<file path="config.mk">
export PLATFORM = sky130hd
export DESIGN_NAME = hazard_control_mc
export DESIGN_NICKNAME = d
export VERILOG_FILES = /design/src/rtl/hazard_control_mc.sv
export SDC_FILE = /design/constraint.sdc
export NUM_CORES = 1
export LEC_CHECK = 0
export CAP_MARGIN = 10
export CORE_MARGIN = 1.5
export CORE_UTILIZATION = 35
export DETAILED_ROUTE_END_ITERATION = 10
export PLACE_DENSITY_LB_ADDON = 0.2
export SYNTH_ARGS = -nofsm -noshare
export SYNTH_HDL_FRONTEND = slang
export SYNTH_SLANG_ARGS = --single-unit
export TNS_END_PERCENT = 1
</file>
<file path="constraint.sdc">
create_clock -name clk -period 1.7 [get_ports clk]
set_input_delay 0.255 -clock clk [delete_from_list [all_inputs] [get_ports clk]]
set_output_delay 0.255 -clock clk [all_outputs]
set_load 0.1 [all_outputs]
</file>
<file path="src/rtl/hazard_control_mc.sv">
`default_nettype none
// ============================================================================
//  Module      : hazard_control_mc
//  Description : Hazard unit for a 5-stage RV32IM pipeline.
//                Its jobs are:
//                  - select the operand forwarding source for the E stage;
//                  - stall on load-use hazards;
//                  - flush when a branch is taken;
//                  - stall while a MUL or DIV/REM op occupies E. A small
//                    IDLE/BUSY counter FSM tracks these ops.
//  Ports       : clk, reset (async, active-high)
//                Dreg1_addr/Dreg2_addr         - rs1/rs2 of the op in D
//                Ereg1_addr/Ereg2_addr         - rs1/rs2 of the op in E
//                Ewrite_reg_addr, Eload_sig    - rd of E, E is a load
//                Emul_req/Ediv_req             - E holds a MUL / DIV-class op
//                Mwrite_reg_addr/_sig          - rd and write enable in M
//                Wwrite_reg_addr/_sig          - rd and write enable in W
//                branch_sig                    - taken branch/jump in E
//                forward1E/forward2E           - 00 reg file, 01 W, 10 M
//                stallF/stallD/stallE          - hold PC, F->D reg, D->E reg
//                flushD/flushE                 - bubble into E / into M
//                md_busy                       - multicycle FSM is BUSY
//  Revision    : 1.0 - initial release
// ============================================================================
module hazard_control_mc #(
  parameter int REG_AW     = 5,
  parameter int MUL_CYCLES = 3,
  parameter int DIV_CYCLES = 8,
  parameter int CNT_W      = 4
) (
  input  logic              clk,
  input  logic              reset,
  input  logic [REG_AW-1:0] Dreg1_addr,
  input  logic [REG_AW-1:0] Dreg2_addr,
  input  logic [REG_AW-1:0] Ereg1_addr,
  input  logic [REG_AW-1:0] Ereg2_addr,
  input  logic [REG_AW-1:0] Ewrite_reg_addr,
  input  logic              Eload_sig,
  input  logic              Emul_req,
  input  logic              Ediv_req,
  input  logic [REG_AW-1:0] Mwrite_reg_addr,
  input  logic              Mwrite_reg_sig,
  input  logic [REG_AW-1:0] Wwrite_reg_addr,
  input  logic              Wwrite_reg_sig,
  input  logic              branch_sig,
  output logic [1:0]        forward1E,
  output logic [1:0]        forward2E,
  output logic              stallF,
  output logic              stallD,
  output logic              stallE,
  output logic              flushD,
  output logic              flushE,
  output logic              md_busy
);

  typedef enum logic [0:0] {
    IDLE = 1'b0,
    BUSY = 1'b1
  } state_t;

  // The first occupancy cycle is spent in IDLE, so BUSY counts down from N-2.
  // Single-cycle ops never enter BUSY; their load value is unused.
  localparam logic             MUL_MULTI = (MUL_CYCLES > 1);
  localparam logic             DIV_MULTI = (DIV_CYCLES > 1);
  localparam logic [CNT_W-1:0] MUL_LOAD  = (MUL_CYCLES > 1) ? CNT_W'(MUL_CYCLES - 2) : '0;
  localparam logic [CNT_W-1:0] DIV_LOAD  = (DIV_CYCLES > 1) ? CNT_W'(DIV_CYCLES - 2) : '0;
  localparam logic [CNT_W-1:0] CNT_ONE   = CNT_W'(1);

  state_t           state_q, state_d;
  logic [CNT_W-1:0] cnt_q, cnt_d;
  logic             mc_stall;
  logic             mc_req;
  logic             mc_multi;
  logic [CNT_W-1:0] mc_load;
  logic             load_use;

  // Forwarding. x0 is never forwarded. When M and W both match, M wins
  // because M holds the younger result.
  function automatic logic [1:0] fwd_sel(
    input logic [REG_AW-1:0] addr,
    input logic [REG_AW-1:0] m_addr,
    input logic              m_we,
    input logic [REG_AW-1:0] w_addr,
    input logic              w_we
  );
    logic [1:0] sel;
    sel = 2'b00;
    if (addr != '0 && m_we && addr == m_addr) begin
      sel = 2'b10;
    end else if (addr != '0 && w_we && addr == w_addr) begin
      sel = 2'b01;
    end
    return sel;
  endfunction

  assign forward1E = fwd_sel(Ereg1_addr, Mwrite_reg_addr, Mwrite_reg_sig,
                             Wwrite_reg_addr, Wwrite_reg_sig);
  assign forward2E = fwd_sel(Ereg2_addr, Mwrite_reg_addr, Mwrite_reg_sig,
                             Wwrite_reg_addr, Wwrite_reg_sig);

  // A MUL request takes precedence over a DIV request when both are set.
  assign mc_req   = Emul_req | Ediv_req;
  assign mc_multi = Emul_req ? MUL_MULTI : DIV_MULTI;
  assign mc_load  = Emul_req ? MUL_LOAD  : DIV_LOAD;

  assign load_use = Eload_sig && (Ewrite_reg_addr != '0) &&
                    ((Ewrite_reg_addr == Dreg1_addr) || (Ewrite_reg_addr == Dreg2_addr));

  always_ff @(posedge clk or posedge reset) begin
    if (reset) begin
      state_q <= IDLE;
      cnt_q   <= '0;
    end else begin
      state_q <= state_d;
      cnt_q   <= cnt_d;
    end
  end

  // While BUSY, a request is the same op still sitting in E, so it is
  // ignored. The cnt==0 cycle is the op's last cycle in E and does not stall.
  always_comb begin
    state_d  = state_q;
    cnt_d    = cnt_q;
    mc_stall = 1'b0;
    case (state_q)
      IDLE: begin
        if (mc_req && mc_multi) begin
          mc_stall = 1'b1;
          state_d  = BUSY;
          cnt_d    = mc_load;
        end
      end
      BUSY: begin
        if (cnt_q != '0) begin
          mc_stall = 1'b1;
          cnt_d    = cnt_q - CNT_ONE;
        end else begin
          state_d = IDLE;
        end
      end
      default: begin
        state_d = IDLE;
        cnt_d   = '0;
      end
    endcase
  end

  // Stall and flush outputs. The priority order, highest first, is:
  // reset, multicycle stall, branch, load-use.
  always_comb begin
    stallF = 1'b0;
    stallD = 1'b0;
    stallE = 1'b0;
    flushD = 1'b0;
    flushE = 1'b0;
    if (reset) begin
      // Hold everything quiet. The FSM registers are already cleared.
    end else if (mc_stall) begin
      stallF = 1'b1;
      stallD = 1'b1;
      stallE = 1'b1;
      flushE = 1'b1;
    end else if (branch_sig) begin
      flushD = 1'b1;
    end else if (load_use) begin
      stallF = 1'b1;
      stallD = 1'b1;
      flushD = 1'b1;
    end
  end

  assign md_busy = (state_q == BUSY);

endmodule
`default_nettype wire

</file>
==> impl_metrics.env <==
export IMPL_fp_dieW_um=49.8
export IMPL_port_buffers=52
export IMPL_power_total_mw=1.80
export IMPL_vias=1167
export IMPL_p_leak_nw=0.870
export IMPL_required_ps=1440
export IMPL_outcome="complete, but fails checks"
export IMPL_synth_area_per_cell_um2=8.51
export IMPL_fill_cells=77
export IMPL_rsz0062_at_grt="yes"
export IMPL_drc=0
export IMPL_synthCells=90
export IMPL_hold_class="input port to asynchronous set/reset pin"
export IMPL_drt_iter0_markers=39
export IMPL_power_frac_clock=0.100
export IMPL_fin_area_um2=1850
export IMPL_initial_utilization=0.382
export IMPL_grt_pass1_vias=1224
export IMPL_fmax_ghz=0.463
export IMPL_combPwrFrac=0.765
export IMPL_crit_arrival_ps=1900
export IMPL_worst_slew_pin_slew_ps=346
export IMPL_via_per_inst=5.72
export IMPL_fin_nets=223
export IMPL_grt_use_total=0.319
export IMPL_vdd_drop_max_mv=0.834
export IMPL_core_area_um2=2000
export IMPL_cpLargestDelayFamily="simple AND/OR/NAND/NOR gates"
export IMPL_postCtsHoldBufs=0
export IMPL_switching_share=0.505
export IMPL_die_area_um2=2480
export IMPL_drt_wl_total_mm=4.30
export IMPL_cts_tree="yes"
export IMPL_dpl_worst_slack_ps=-678
export IMPL_ys_ff_latch=5
export IMPL_path_max_fanout=3
export IMPL_num_rows=16
export IMPL_grt_ovfl_total=0
export IMPL_p_per_area_nw_per_um2=976
export IMPL_synth_nets=135
export IMPL_regToRegEndpoint="cnt_q[3]"
export IMPL_fin_util=0.922
export IMPL_fin_skew_ps=15.0
export IMPL_grt_pass1_wl_mm=5.58
export IMPL_dpl_instance_area_um2=1700
export IMPL_drv_cap=0
export IMPL_cts_root_buf="clkbuf_4"
export IMPL_seq_area_frac_synth=0.163
export IMPL_r2r_start="cnt_q[0]"
export IMPL_h_tree_depth=1
export IMPL_p_sw_mw=0.909
export IMPL_final_setup_viol_count=10
export IMPL_crit_path_start_kind="flop"
export IMPL_syn_area_um2=766
export IMPL_clk_pin_slew_worst_paths_ps=70
export IMPL_die_h_um=49.8
export IMPL_multi_input_area_um2=767
export IMPL_drive_gt1_frac=0.497
export IMPL_slew_headroom=0.768
export IMPL_clock_path_buffers=2
export IMPL_crit_type="flop to output port"
export IMPL_period_share=1.27
export IMPL_worst_path_buf_inv=3
export IMPL_seqPwrFrac=0.134
export IMPL_slew_viol_final=0
export IMPL_ff2ff_path_depth=4
export IMPL_insertion_delay_ps=300
export IMPL_antenna_found_initial=0
export IMPL_post_dp_hpwl_mm=2.51
export IMPL_ys_types=25
export IMPL_crit_chain="inv_2 -> ha_2 -> and4bb_2 -> nor2_4 -> nand2_4 -> o41ai_4 -> buf_4 -> buf_12"
export IMPL_grt_max_degree=9
export IMPL_rrSetupSlack_ps=-150
export IMPL_syn_to_final_growth_pct=141
export IMPL_worst_path_max_delay_cell="dfrtp_1"
export IMPL_cts_sinks=5
export IMPL_wl_per_cell_um=21.1
export IMPL_setup_slack_ps=-459
export IMPL_antennaDiodeCount=0
export IMPL_firstDrtPassIters=4
export IMPL_yosysWarnings=0
export IMPL_max_stage_delay_ps=390
export IMPL_crit_path_end_kind="output port"
export IMPL_numCtsBuffers=3
export IMPL_place_congestion=0.839
export IMPL_intPower_mw=0.892
export IMPL_violations="negative setup slack"
export IMPL_ant_nets=0
export IMPL_io_pins=53
export IMPL_regArea_um2=129
export IMPL_hold_viol=0
export IMPL_min_period_ps=2160
registers in the layout (all words and copies together), names as in the netlist:
signal   count
md_busy      1
cnt_q        4
cells by family (layout without fill, tap and decap cells):
group | after synthesis | after routing | share of synthesized area
AOI/OAI and AO/OA | 14 | 14 | 0.124
xor gates and xnor gates | 31 | 31 | 0.355
adders and majority gates | 2 | 2 | 0.0327
buffers and inverters | 8 | 95 | 0.0539
DFF | 5 | 5 | 0.163
and+or+nand+nor | 30 | 30 | 0.271
cells in the final DEF (no fill, tap or decap), types with 2 or more instances in the layout:
master / netlist / final
buf_4: 3 / 28
or4_4: 2 / 2
clkdlybuf4s15_1: 0 / 5
buf_6: 0 / 6
buf_12: 0 / 10
o21ai_0: 3 / 2
o211ai_1: 2 / 2
nor4_4: 0 / 3
clkdlybuf4s50_1: 0 / 11
nor2_1: 8 / 7
xor2_1: 12 / 11
dlymetal6s2s_1: 0 / 9
dlygate4sd2_1: 0 / 8
xnor2_1: 19 / 12
o31ai_1: 2 / 2
nand4_1: 4 / 4
dfrtp_1: 5 / 4
o41ai_4: 0 / 2
clkbuf_4: 0 / 3
a21oi_1: 2 / 2
nor2_4: 2 / 3
nor3_2: 1 / 3
inv_2: 0 / 2
xnor2_2: 0 / 7
inv_1: 5 / 2
clkbuf_2: 0 / 6
nand2_1: 4 / 3
buf_2: 0 / 3
cell type report:
type	count	area share
timing repair buffer	86	0.469
clock inverter	1	0.00271
sequential	5	0.0698
multi-input combinational	77	0.416
clock buffer	3	0.0122
tap	27	0.0183
inverter	5	0.0122
worst max-delay path by stage:
stage                       startpoint     end  slack, ps  depth (start not counted)
floorplan                      md_busy  flushD       -900                          4
global placement    Ewrite_reg_addr[2]  stallF       -510                          6
detailed placement  Ewrite_reg_addr[3]  stallF       -680                          6
CTS                           cnt_q[0]  flushD       -390                          6
global route                  cnt_q[1]  stallF       -490                          8
finish                        cnt_q[1]  stallF       -460                          8
worst register-to-register path: stages (launching register included):
cell	delay, ps
dfrtp_1	390
buf_4	130
buf_4	130
or4b_2	720
o31ai_1	350
repair_timing:
action | in CTS | in global routing
gates cloned | 0 | 0
gates resized for setup | 55 | 25
setup endpoints to repair | 9 | 10
endpoints found under the hold margin | 0 | 0
pin swaps | 17 | 20
buffers inserted | 5 | 1
per-stage QoR:
| stage | std cells | setup TNS [ps] | hold slack (ps) |
|---|---|---|---|
| 2_1_floorplan | 90 | -5050 | 50.0 |
| 4_1_cts | 203 | -2230 | 496 |
| 3_3_place_gp | 194 | -3340 | 527 |
| 5_1_grt | 204 | -3220 | 579 |
| 6_report | 204 | -2620 | 574 |
| 3_5_place_dp | 194 | -4100 | 549 |
synthesized netlist by cell type, drive strengths merged:
master	number	area share
buf	3	0.029
o211ai	2	0.020
xnor2	19	0.22
nand2	4	0.020
nand4	4	0.033
or4b	1	0.013
ha	2	0.033
nor4	3	0.049
inv	5	0.025
xor2	12	0.14
a22oi	1	0.0098
o21a	1	0.0098
o21ai	3	0.020
o41ai	2	0.023
or4	3	0.039
nor2	10	0.069
and4bb	1	0.016
dfrtp	5	0.16
o31ai	2	0.020
a21oi	2	0.013
a211oi	1	0.0098
nor3	4	0.033
metal layers:
metal / vias to the layer above / GRT usage / wire [um]
li1: 493 / - / -
met1: 543 / 0.269 / 1350
met2: 96 / 0.624 / 2250
met3: 35 / 0.0697 / 360
met4: 0 / 0.250 / 338
met5: - / 0 / 0
power by group through the flow:
stage	sequential (mW)	combinational, mW	clock [mW]
after CTS	0.230	1.28	0.161
after global placement	0.222	1.17	0
final	0.242	1.38	0.181
after detailed placement	0.228	1.22	0
after global routing	0.248	1.44	0.189
after floorplan	0.296	0.619	0
Note: power is estimated with default switching activity, not from simulation.
